### src/rtl/data_memory_responder.sv
// Memory-side responder for the address generation unit.
// Accepts one load/store request at a time, drives a synchronous SRAM with a
// fixed number of wait states and returns read data, a store acknowledge or
// an out-of-range error over a valid/ready response channel.
module data_memory_responder #(
  parameter int          ADDR_W      = 16,
  parameter int          DATA_W      = 16,
  parameter int          WAIT_STATES = 1,
  parameter int unsigned ADDR_LIMIT  = 32'h8000
) (
  input  logic              clk,
  input  logic              a_reset_l,
  input  logic              req_valid,
  output logic              req_ready,
  input  logic [ADDR_W-1:0] req_addr,
  input  logic              req_wr,
  input  logic [DATA_W-1:0] req_wdata,
  output logic              rsp_valid,
  input  logic              rsp_ready,
  output logic [DATA_W-1:0] rsp_rdata,
  output logic              rsp_err,
  output logic              mem_cs,
  output logic              mem_we,
  output logic [ADDR_W-1:0] mem_addr,
  output logic [DATA_W-1:0] mem_wdata,
  input  logic [DATA_W-1:0] mem_rdata
);

  typedef enum logic [1:0] {
    S_IDLE,
    S_ACCESS,
    S_WAIT,
    S_RESP
  } state_t;

  // One extra bit so a limit of 2^ADDR_W (nothing out of range) is representable.
  localparam logic [ADDR_W:0] LIMIT    = (ADDR_W+1)'(ADDR_LIMIT);
  localparam logic [2:0]      WAIT_LD  = 3'(WAIT_STATES);

  state_t     state;
  state_t     state_nxt;
  logic       wr_q;
  logic [2:0] wait_cnt;
  logic       in_range;

  assign in_range = ({1'b0, req_addr} < LIMIT);

  // State register; reset parks the FSM in IDLE, which also drops mem_cs/mem_we.
  always_ff @(posedge clk or negedge a_reset_l) begin
    if (!a_reset_l) begin
      state <= S_IDLE;
    end else begin
      state <= state_nxt;
    end
  end

  // Next-state and state-decoded handshake / SRAM strobes.
  always_comb begin
    state_nxt = state;
    req_ready = 1'b0;
    rsp_valid = 1'b0;
    mem_cs    = 1'b0;
    mem_we    = 1'b0;
    case (state)
      S_IDLE: begin
        req_ready = 1'b1;
        if (req_valid) begin
          state_nxt = in_range ? S_ACCESS : S_RESP;
        end
      end
      S_ACCESS: begin
        mem_cs    = 1'b1;
        mem_we    = wr_q;
        state_nxt = S_WAIT;
      end
      S_WAIT: begin
        if (wait_cnt == 3'd0) begin
          state_nxt = S_RESP;
        end
      end
      S_RESP: begin
        rsp_valid = 1'b1;
        if (rsp_ready) begin
          state_nxt = S_IDLE;
        end
      end
      default: state_nxt = S_IDLE;
    endcase
  end

  // Request capture, wait counting and response data registers.
  always_ff @(posedge clk or negedge a_reset_l) begin
    if (!a_reset_l) begin
      mem_addr  <= '0;
      mem_wdata <= '0;
      wr_q      <= 1'b0;
      wait_cnt  <= 3'd0;
      rsp_rdata <= '0;
      rsp_err   <= 1'b0;
    end else begin
      case (state)
        S_IDLE: begin
          if (req_valid) begin
            mem_addr  <= req_addr;
            mem_wdata <= req_wdata;
            wr_q      <= req_wr;
            // Rejected requests respond straight away; no SRAM access.
            if (!in_range) begin
              rsp_err   <= 1'b1;
              rsp_rdata <= '0;
            end
          end
        end
        S_ACCESS: begin
          wait_cnt <= WAIT_LD;
        end
        S_WAIT: begin
          if (wait_cnt == 3'd0) begin
            rsp_rdata <= wr_q ? '0 : mem_rdata;
            rsp_err   <= 1'b0;
          end else begin
            wait_cnt <= wait_cnt - 3'd1;
          end
        end
        default: begin
          // RESP holds the response registers until the next transaction.
        end
      endcase
    end
  end

endmodule

### config.mk
export PLATFORM = sky130hd
export DESIGN_NAME = data_memory_responder
export DESIGN_NICKNAME = d
export VERILOG_FILES = /design/src/rtl/data_memory_responder.sv
export SDC_FILE = /design/constraint.sdc
export NUM_CORES = 1
export LEC_CHECK = 0
export ABC_AREA = 1
export CORE_MARGIN = 5
export CORE_UTILIZATION = 42
export CTS_CLUSTER_DIAMETER = 30
export DETAILED_ROUTE_END_ITERATION = 8
export PLACE_DENSITY = 0.91
export SETUP_SLACK_MARGIN = 0.5
export SYNTH_ARGS = -nofsm -noshare
export SYNTH_HDL_FRONTEND = slang
export SYNTH_SLANG_ARGS = --single-unit
### constraint.sdc
create_clock -name clk -period 1.8 [get_ports clk]
set_input_delay 0.27 -clock clk [delete_from_list [all_inputs] [get_ports clk]]
set_output_delay 0.27 -clock clk [all_outputs]
set_load 0.005 [all_outputs]
==> Yosys cells after proc, flatten, opt, wreduce, memory -nomap -nowiden <==
Index checks and enable logic that the tools add are counted.
{ "classes": {"addsub": 1, "mul": 0, "div_mod_pow": 0, "magnitude_cmp": 1, "n_eq_ne": 8, "shifts": 0, "muxes": 20, "bitwise_logic": 0, "reduce_logical": 8} }
{ "op_table": {"columns": ["operator", "n"], "rows": [
  ["$mux W16", 4],
  ["$pmux W16 S2", 1],
  ["$lt A16 B16 Y1 const B", 1],
  ["$ne A2 B2 Y1 const B", 5],
  ["$mux W2", 4],
  ["$pmux W2 S4", 1],
  ["$mux W1", 7],
  ["$pmux W3 S2", 1],
  ["$eq A2 B2 Y1 const B", 2],
  ["$reduce_and A2 Y1", 2],
  ["$reduce_and A4 Y1", 1],
  ["$reduce_bool A2 Y1", 2],
  ["$logic_not A3 Y1", 1],
  ["$mux W3", 1],
  ["$reduce_and A3 Y1", 1],
  ["$sub A3 B1 Y3 const B", 1],
  ["$eq A2 B1 Y1 const B", 1],
  ["$logic_not A2 Y1", 1],
  ["$pmux W1 S2", 1]
]} }
{ "totals": {"register_bits": 55, "latch_bits": 0, "mem_bits_rw": 0, "mem_bits_ro": 0, "out_inout_bits": 53, "wordCells": 45, "memories": 0} }

==> Logic depth before layout (Yosys ltp) <==
Gate-level depths: netlist of run 1.
{ "logic_depth": {"word_depth": 4, "ltp_mapped": 9} }

==> Least setup slack after synthesis of run 1 <==
Ideal clock, no wire load.
{ "synth_timing": {"kind": "flip-flop to flip-flop", "from": "register state[0]", "to": "register mem_addr[0]", "setup_time_ns": 0.125, "t_arrival_ns": 1.316, "t_required_ns": 1.675, "slack_ns": 0.359, "stages_incl_launch_ff": 6, "n_path_buf": 1, "path_cell_list": "dfrtp_1 -> inv_1 -> ha_1 -> nand2_2 -> buf_6 -> mux2_2"} }
{ "synth_between": {"elab_chain_cells": 2} }
{ "synth_rtl": {"columns": ["item", "line", "rtl"], "rows": [
  ["start, declared", "40", "state_t state;"],
  ["start signal, assigned", "53", "state <= state_nxt;"],
  ["$logic_not A2 Y1", "101", "case (state)"],
  ["$reduce_and A2 Y1 (no source line)", null, null],
  ["end signal, assigned", "104", "mem_addr <= req_addr;"],
  ["end, declared", "24", "output logic [ADDR_W-1:0] mem_addr,"]
]} }
Every way passes these cells.
A chain may end at the register's enable or synchronous reset.

==> Worst setup path after layout of run 1 <==
{ "layout_timing": {"from": "register state[0]", "to": "register rsp_rdata[5]"} }
{ "layout_between": {"elab_chain_cells": 3, "word_cells_on_any_way": 8, "classes_between": "eq/ne (4); mux (1); reduce/logical (3)"} }
{ "layout_rtl": {"columns": ["item", "line", "rtl"], "rows": [
  ["$eq A2 B2 Y1 or $logic_not A2 Y1 (tied branches)", "101", null],
  ["$ne A2 B2 Y1 (no source line) or $reduce_bool A2 Y1 (tied branches)", null, null],
  ["$reduce_and A4 Y1 (no source line)", null, null],
  ["end signal, assigned", "119", "rsp_rdata <= wr_q ? '0 : mem_rdata;"],
  ["end, declared", "20", "output logic [DATA_W-1:0] rsp_rdata,"]
]} }
Parallel ways exist; a longest one is shown, timed or not.

==> flow_summary_export.csv, run 1 <==
group,metric,value,unit
clock_network,cts_made_buffers,5,
yosys,synth_area_leaders,"dfrtp_1, mux2_2, nand2_1",
power_and_ir_drop,combinationalPowerShare,62.4,%
routing,drc,0,
place,placed_cell_area,3580,µm²
min_path,hold_class,"in -> async",
global_routing,grt_overflow_total,0,
clock_network,ctsHtreeMaxLevel,2,
critical_path,crit_path_end_kind,"register",
global_routing,grt_pass1_wl,12300,µm
routing,antenna_left,0,
place,dp_cells,401,
power_and_ir_drop,seq_power_share,28.5,%
timing,holdWs,0.480,ns
timing,drv_slew,0,
critical_path,cp-endpoint,"rsp_rdata[5]",
power_and_ir_drop,clockPowerShare,9.1,%
routing,drt-pass1-iter-count,4,
clock_network,cts.path.max_buffers,2,
finish,fin_area,4410,µm²
routing,drt-total-wl,8320,µm
routing,routedWlPerCell,18.6,µm
floorplanning,start_util,43.8,%
critical_path,reg2reg_from,"state[0]",
critical_path,r2r-end,"rsp_rdata[5]",
finish,drive_gt1_share,32.4,%
timing,setup_viol,0,
timing,hold_viol,0,
power_and_ir_drop,powerDensity,1670,nW/µm²
timing,relSlewSlack,55.2,%
critical_path,crit_start,"state[0]",
timing,period_minus_slack,1.54,ns
clock_network,path_clk_slew,0.10,ns
floorplanning,die-area,7440,µm²
critical_path,crit_type,"reg -> reg",
clock_network,cts_tree,"built",
run_status,status,"completed",
floorplanning,die_h,86.3,µm
yosys,syn-cell-area,2440,µm²
floorplanning,io_pins,106,
clock_network,cts_sinks,55,
global_routing,grt_start_max_net_pins,26,
finish,final_util,79.0,%
power_and_ir_drop,p_leak,2.26,nW
yosys,ys_warn_count,0,
routing,drt-vias-per-instance,5.10,
yosys,ys_seq_area_share,56.3,%
yosys,syn-num-nets,288,
clock_network,clk_latency,0.31,ns
timing,rsz0062_at_grt,"yes",
global_routing,antenna_found_initial,0,
yosys,syn_inst,229,
routing,drt_iter0_drc,93,
power_and_ir_drop,p_sw,2.80,mW
place,place_ws,0.156,ns
yosys,yosysTopAreaCell,"dfrtp_1",
global_routing,grt_pass1_vias,2462,
timing,worst_slew_pin_slew,0.672,ns
power_and_ir_drop,finalPower,7.35,mW
place,hpwlAfterDp,4480,µm
yosys,synth.distinct_cells,17,
finish,stdcell_count,448,
timing,fin_setup_tns,0,ns
flow_run,maxCapViolations,0,
critical_path,cp_max_fo,6,
finish,syn2layout_area_growth,80.3,%
timing,setup_ws,0.262,ns
yosys,ys_seq_elements,55,
floorplanning,rows,27,
power_and_ir_drop,sw_frac_of_total,38.0,%
floorplanning,coreArea,5570,µm²
place,port_buffers,105,
timing,clock_skew,0.00670,ns
clock_network,clock-root-buffer,"clkbuf_8",
yosys,avgSynthCellArea,10.7,µm²
critical_path,reg2regPathDepth,9,
power_and_ir_drop,ir_drop,0.955,mV
global_routing,grt_usage,21.3,%
power_and_ir_drop,internal-power,4.55,mW
place,gp_congestion,0.755,
finish,diodes,0,
timing,max_freq,650,MHz
critical_path,start_kind,"register",
critical_path,cp.arrival,1.79,ns
routing,vias,2286,
critical_path,rrSetupSlack,0.26,ns
critical_path,worstPathRequired,2.05,ns
timing,post-route-period-util,85.4,%
finish,nets,434,
floorplanning,die_width,86.3,µm
yosys,synthDominantCellAreaShare,56.3,%
## worst min-delay path by stage
stage / from / end / slack (ns) / depth (start not counted)
floorplan: a_reset_l / mem_addr[0] / -0.03 / 0
global placement: a_reset_l / rsp_rdata[3] / 0.27 / 1
global route: a_reset_l / mem_wdata[13] / 0.52 / 2
detailed placement: a_reset_l / rsp_rdata[4] / 0.28 / 1
finish: a_reset_l / rsp_rdata[3] / 0.48 / 2
CTS: rsp_rdata[13] / rsp_rdata[13] / 0.48 / 2
## cell type report
class | instances | area, µm²
repair buffers | 140 | 1400
flip-flops and latches | 55 | 1380
multi-input cells | 145 | 1340
fillers | 348 | 1170
inverters | 28 | 118
well taps | 72 | 90.1
clock buffers | 5 | 68.8
clock inverters | 3 | 15.0
## placed cells by master, fill, tap and decap left out, types with 3 or more instances in the layout
cell type and count:
inv_1 21, ha_4 4, dlygate4sd2_1 48, nand2_8 12, nand2_2 7, nand2_4 4
clkdlybuf4s50_1 50, nand4_1 19, buf_2 3, buf_12 8, nand3_4 3, dfrtp_1 54
mux2_2 8, nor2_1 17, mux2_4 24, inv_2 4, buf_6 11, clkinv_2 3
buf_4 16, nand2_1 39, clkbuf_8 5
## per-layer routing
metal	vias up	wire (µm)	part of all wire, %	track usage [%]
met2	98	4370	53	36.4
met1	1125	3080	37	23.8
met5	-	0	0	0
met4	0	144	1.7	8.50
met3	15	724	8.7	8.46
li1	1048	-	-	-
## state kept, by name, summed over array words and instances (netlist names)
register / count
mem_addr: 16
mem_wdata: 16
rsp_err: 1
rsp_rdata: 16
state: 2
wait_cnt: 3
wr_q: 1
## cell usage after synthesis, drive strengths merged
| library cell | count |
|---|---|
| a21oi | 1 |
| xor2 | 1 |
| nand2 | 55 |
| o22ai | 1 |
| buf | 10 |
| nand4 | 19 |
| nor2 | 17 |
| dfrtp | 55 |
| o21ai | 2 |
| ha | 6 |
| nand3 | 2 |
| mux2 | 32 |
| inv | 28 |
## cells by family (layout without fill, tap and decap cells)
| kind of cell | count (synthesis) | count (layout) | synth area share [%] |
|---|---|---|---|
| xor+xnor | 1 | 1 | 0.358 |
| compound gates | 4 | 4 | 0.870 |
| buf+inv | 38 | 176 | 7.37 |
| flops | 55 | 55 | 56.3 |
| mux | 32 | 32 | 14.7 |
| simple gates | 93 | 102 | 17.3 |
| fa+ha+maj | 6 | 6 | 3.07 |
## what timing repair did
action,4_1_cts,5_1_grt
hold endpoints to repair,19,0
cloned,9,1
gates resized for setup,113,48
pin swaps,36,19
endpoints found under the setup margin,108,60
hold buffers,1,0
buffers inserted,17,11
## power groups by stage
stage / combinational (mW) / sequential (mW) / clock, mW
floorplan: 1.38 / 2.13 / 0
global placement: 2.81 / 2.08 / 0
detailed placement: 2.88 / 2.11 / 0
CTS: 3.67 / 2.06 / 0.683
global route: 4.89 / 2.17 / 0.734
finish: 4.58 / 2.10 / 0.670
## critical path, stage by stage (launching register included)
cell and delay, ns:
dfrtp_2 0.45, inv_2 0.09, buf_6 0.11, ha_4 0.24, buf_12 0.14, nand2_8 0.07, buf_4 0.16, nand3_4 0.09
nand2_1 0.07, nand2_1 0.07
Note: power is estimated with default switching activity, not from simulation.
==> run 2: changes to the inputs <==
--- a/config.mk
+++ b/config.mk
@@ -6,10 +6,10 @@
 export NUM_CORES = 1
 export LEC_CHECK = 0
 export ABC_AREA = 1
-export CORE_MARGIN = 5
 export CORE_UTILIZATION = 42
 export CTS_CLUSTER_DIAMETER = 30
 export DETAILED_ROUTE_END_ITERATION = 8
+export HOLD_SLACK_MARGIN = 0.15
 export PLACE_DENSITY = 0.91
 export SETUP_SLACK_MARGIN = 0.5
 export SYNTH_ARGS = -nofsm -noshare
==> run 2 against run 1 <==
  * Sequential share of layout area rose by 2.0 points
  * Combinational power fell by 19%
  * Clock power rose by 26%
  * Critical endpoint is now mem_wdata[6]
  * Largest power group unchanged
==> flow_summary_export.csv, run 2 (synthesis results as in run 1) <==
group,metric,value,unit
run_status,status,"completed",
floorplanning,die_width,78.3,µm
routing,drt-pass1-iter-count,4,
critical_path,cp.arrival,1.73,ns
routing,antenna_left,0,
finish,reg.largest.list,"mem_addr x16, mem_wdata x16, rsp_rdata x16",
critical_path,worstPathCellList,"inv_4, ha_4, buf_12, buf_4, nand2_8, mux2_2",
floorplanning,die-area,6130,µm²
clock_network,cts.path.max_buffers,2,
global_routing,grt_pass1_vias,2216,
timing,rsz0062_at_grt,"yes",
floorplanning,start_util,44.1,%
finish,fin_area,4140,µm²
critical_path,cp_max_fo,9,
place,port_buffers,105,
clock_network,clk_latency,0.30,ns
timing,worst_slew_pin_slew,0.518,ns
global_routing,grt_usage,22.4,%
critical_path,reg2regPathDepth,6,
timing,post-route-period-util,85.5,%
global_routing,grt_pass1_wl,10600,µm
clock_network,cts_made_buffers,5,
critical_path,start_kind,"register",
finish,drive_gt1_share,28.3,%
floorplanning,die_h,78.3,µm
global_routing,grt_start_max_net_pins,56,
clock_network,cts_sinks,55,
power_and_ir_drop,p_leak,2.12,nW
global_routing,antenna_found_initial,0,
timing,fin_setup_tns,0,ns
finish,nets,426,
floorplanning,io_pins,106,
place,placed_cell_area,3570,µm²
finish,multi_input_area,1120,µm²
routing,drt-total-wl,6700,µm
finish,seqCellArea,1380,µm²
routing,vias,2188,
finish,final_common_cell,"dfrtp_1",
clock_network,cts_tree,"built",
critical_path,crit_path_end_kind,"register",
clock_network,path_clk_slew,0.10,ns
min_path,whs_path_depth,2,
routing,routedWlPerCell,15.2,µm
finish,final_cell_mix,"dfrtp_1, clkdlybuf4s50_1, dlygate4sd2_1",
place,hpwlAfterDp,4120,µm
timing,drv_slew,0,
critical_path,slowest_delay,0.43,ns
finish,syn2layout_area_growth,69.2,%
timing,clock_skew,0.00587,ns
flow_run,maxCapViolations,0,
floorplanning,rows,27,
place,gp_congestion,0.861,
timing,period_minus_slack,1.54,ns
critical_path,crit_type,"reg -> reg",
finish,num-fill-cells,392,
finish,final_util,74.6,%
timing,max_freq,650,MHz
power_and_ir_drop,powerDensity,1610,nW/µm²
critical_path,worstPathRequired,1.99,ns
routing,drt_iter0_drc,114,
timing,relSlewSlack,65.5,%
global_routing,grt_overflow_total,0,
finish,diodes,0,
floorplanning,coreArea,5540,µm²
timing,setup_viol,0,
power_and_ir_drop,ir_drop,0.805,mV
routing,drc,0,
clock_network,ctsHtreeMaxLevel,2,
clock_network,clock-root-buffer,"clkbuf_8",
min_path,hold_class,"reg -> reg",
timing,hold_viol,0,
routing,drt-vias-per-instance,4.97,
critical_path,cp_slowest_cell,"dfrtp_2",
run 2: per-stage QoR:
step / setup WS, ns / power [mW] / std cells / hold WS, ns
3_3_place_gp: 0.188 / 4.86 / 399 / 0.294
4_1_cts: 0.309 / 6.19 / 430 / 0.476
5_1_grt: 0.230 / 7.05 / 440 / 0.507
2_1_floorplan: 0.482 / 3.50 / 229 / -0.0256
6_report: 0.262 / 6.65 / 440 / 0.477
3_5_place_dp: 0.131 / 4.98 / 399 / 0.290
run 2: power breakdown:
part           internal (mW)  total [mW]  switching (mW)  leakage [nW]
Clock                  0.451       0.841           0.390        0.0612
Combinational           2.06        3.72            1.66          1.38
Sequential              1.80        2.09           0.291         0.682
run 2: area by class of cell:
| class | count | share of cell area [%] |
|---|---|---|
| inverter | 28 | 2.78 |
| tap | 72 | 2.18 |
| multi-input combinational | 140 | 27.0 |
| clock inverter | 2 | 0.847 |
| timing repair buffer | 137 | 31.9 |
| sequential | 55 | 33.3 |
| clock buffer | 6 | 2.00 |
run 2: what timing repair did:
action,CTS,global route
hold endpoints to repair,55,0
hold buffers,1,0
gates cloned,4,1
buffers inserted,18,9
setup endpoints to repair,108,59
pin swaps,5,7
gates resized for setup,91,27
run 2: final timing paths:
| path | from | endpoint | slack, ns |
|---|---|---|---|
| max reg2reg | state[0] | mem_wdata[6] | 0.26 |
| min in group asynchronous | a_reset_l | rsp_rdata[6] | 0.49 |
| max in group asynchronous | a_reset_l | state[0] | 1.05 |
| min | rsp_err | rsp_err | 0.48 |
| max | state[0] | mem_wdata[6] | 0.26 |
| min reg2reg | rsp_err | rsp_err | 0.48 |
run 2: layer usage:
layer,up-vias,wire [µm],GRT usage (%)
met5,-,0,0
met4,0,85,6.11
met3,10,420,4.42
met2,97,3510,41.1
li1,1024,-,-
met1,1057,2690,26.7
run 2: worst max-delay path: cells and delay by family (launching register included):
kind	cells	cell delay, ns
mux	1	0.35
flops	1	0.43
fa+ha+maj	1	0.17
simple gates	1	0.10
buf+inv	3	0.37
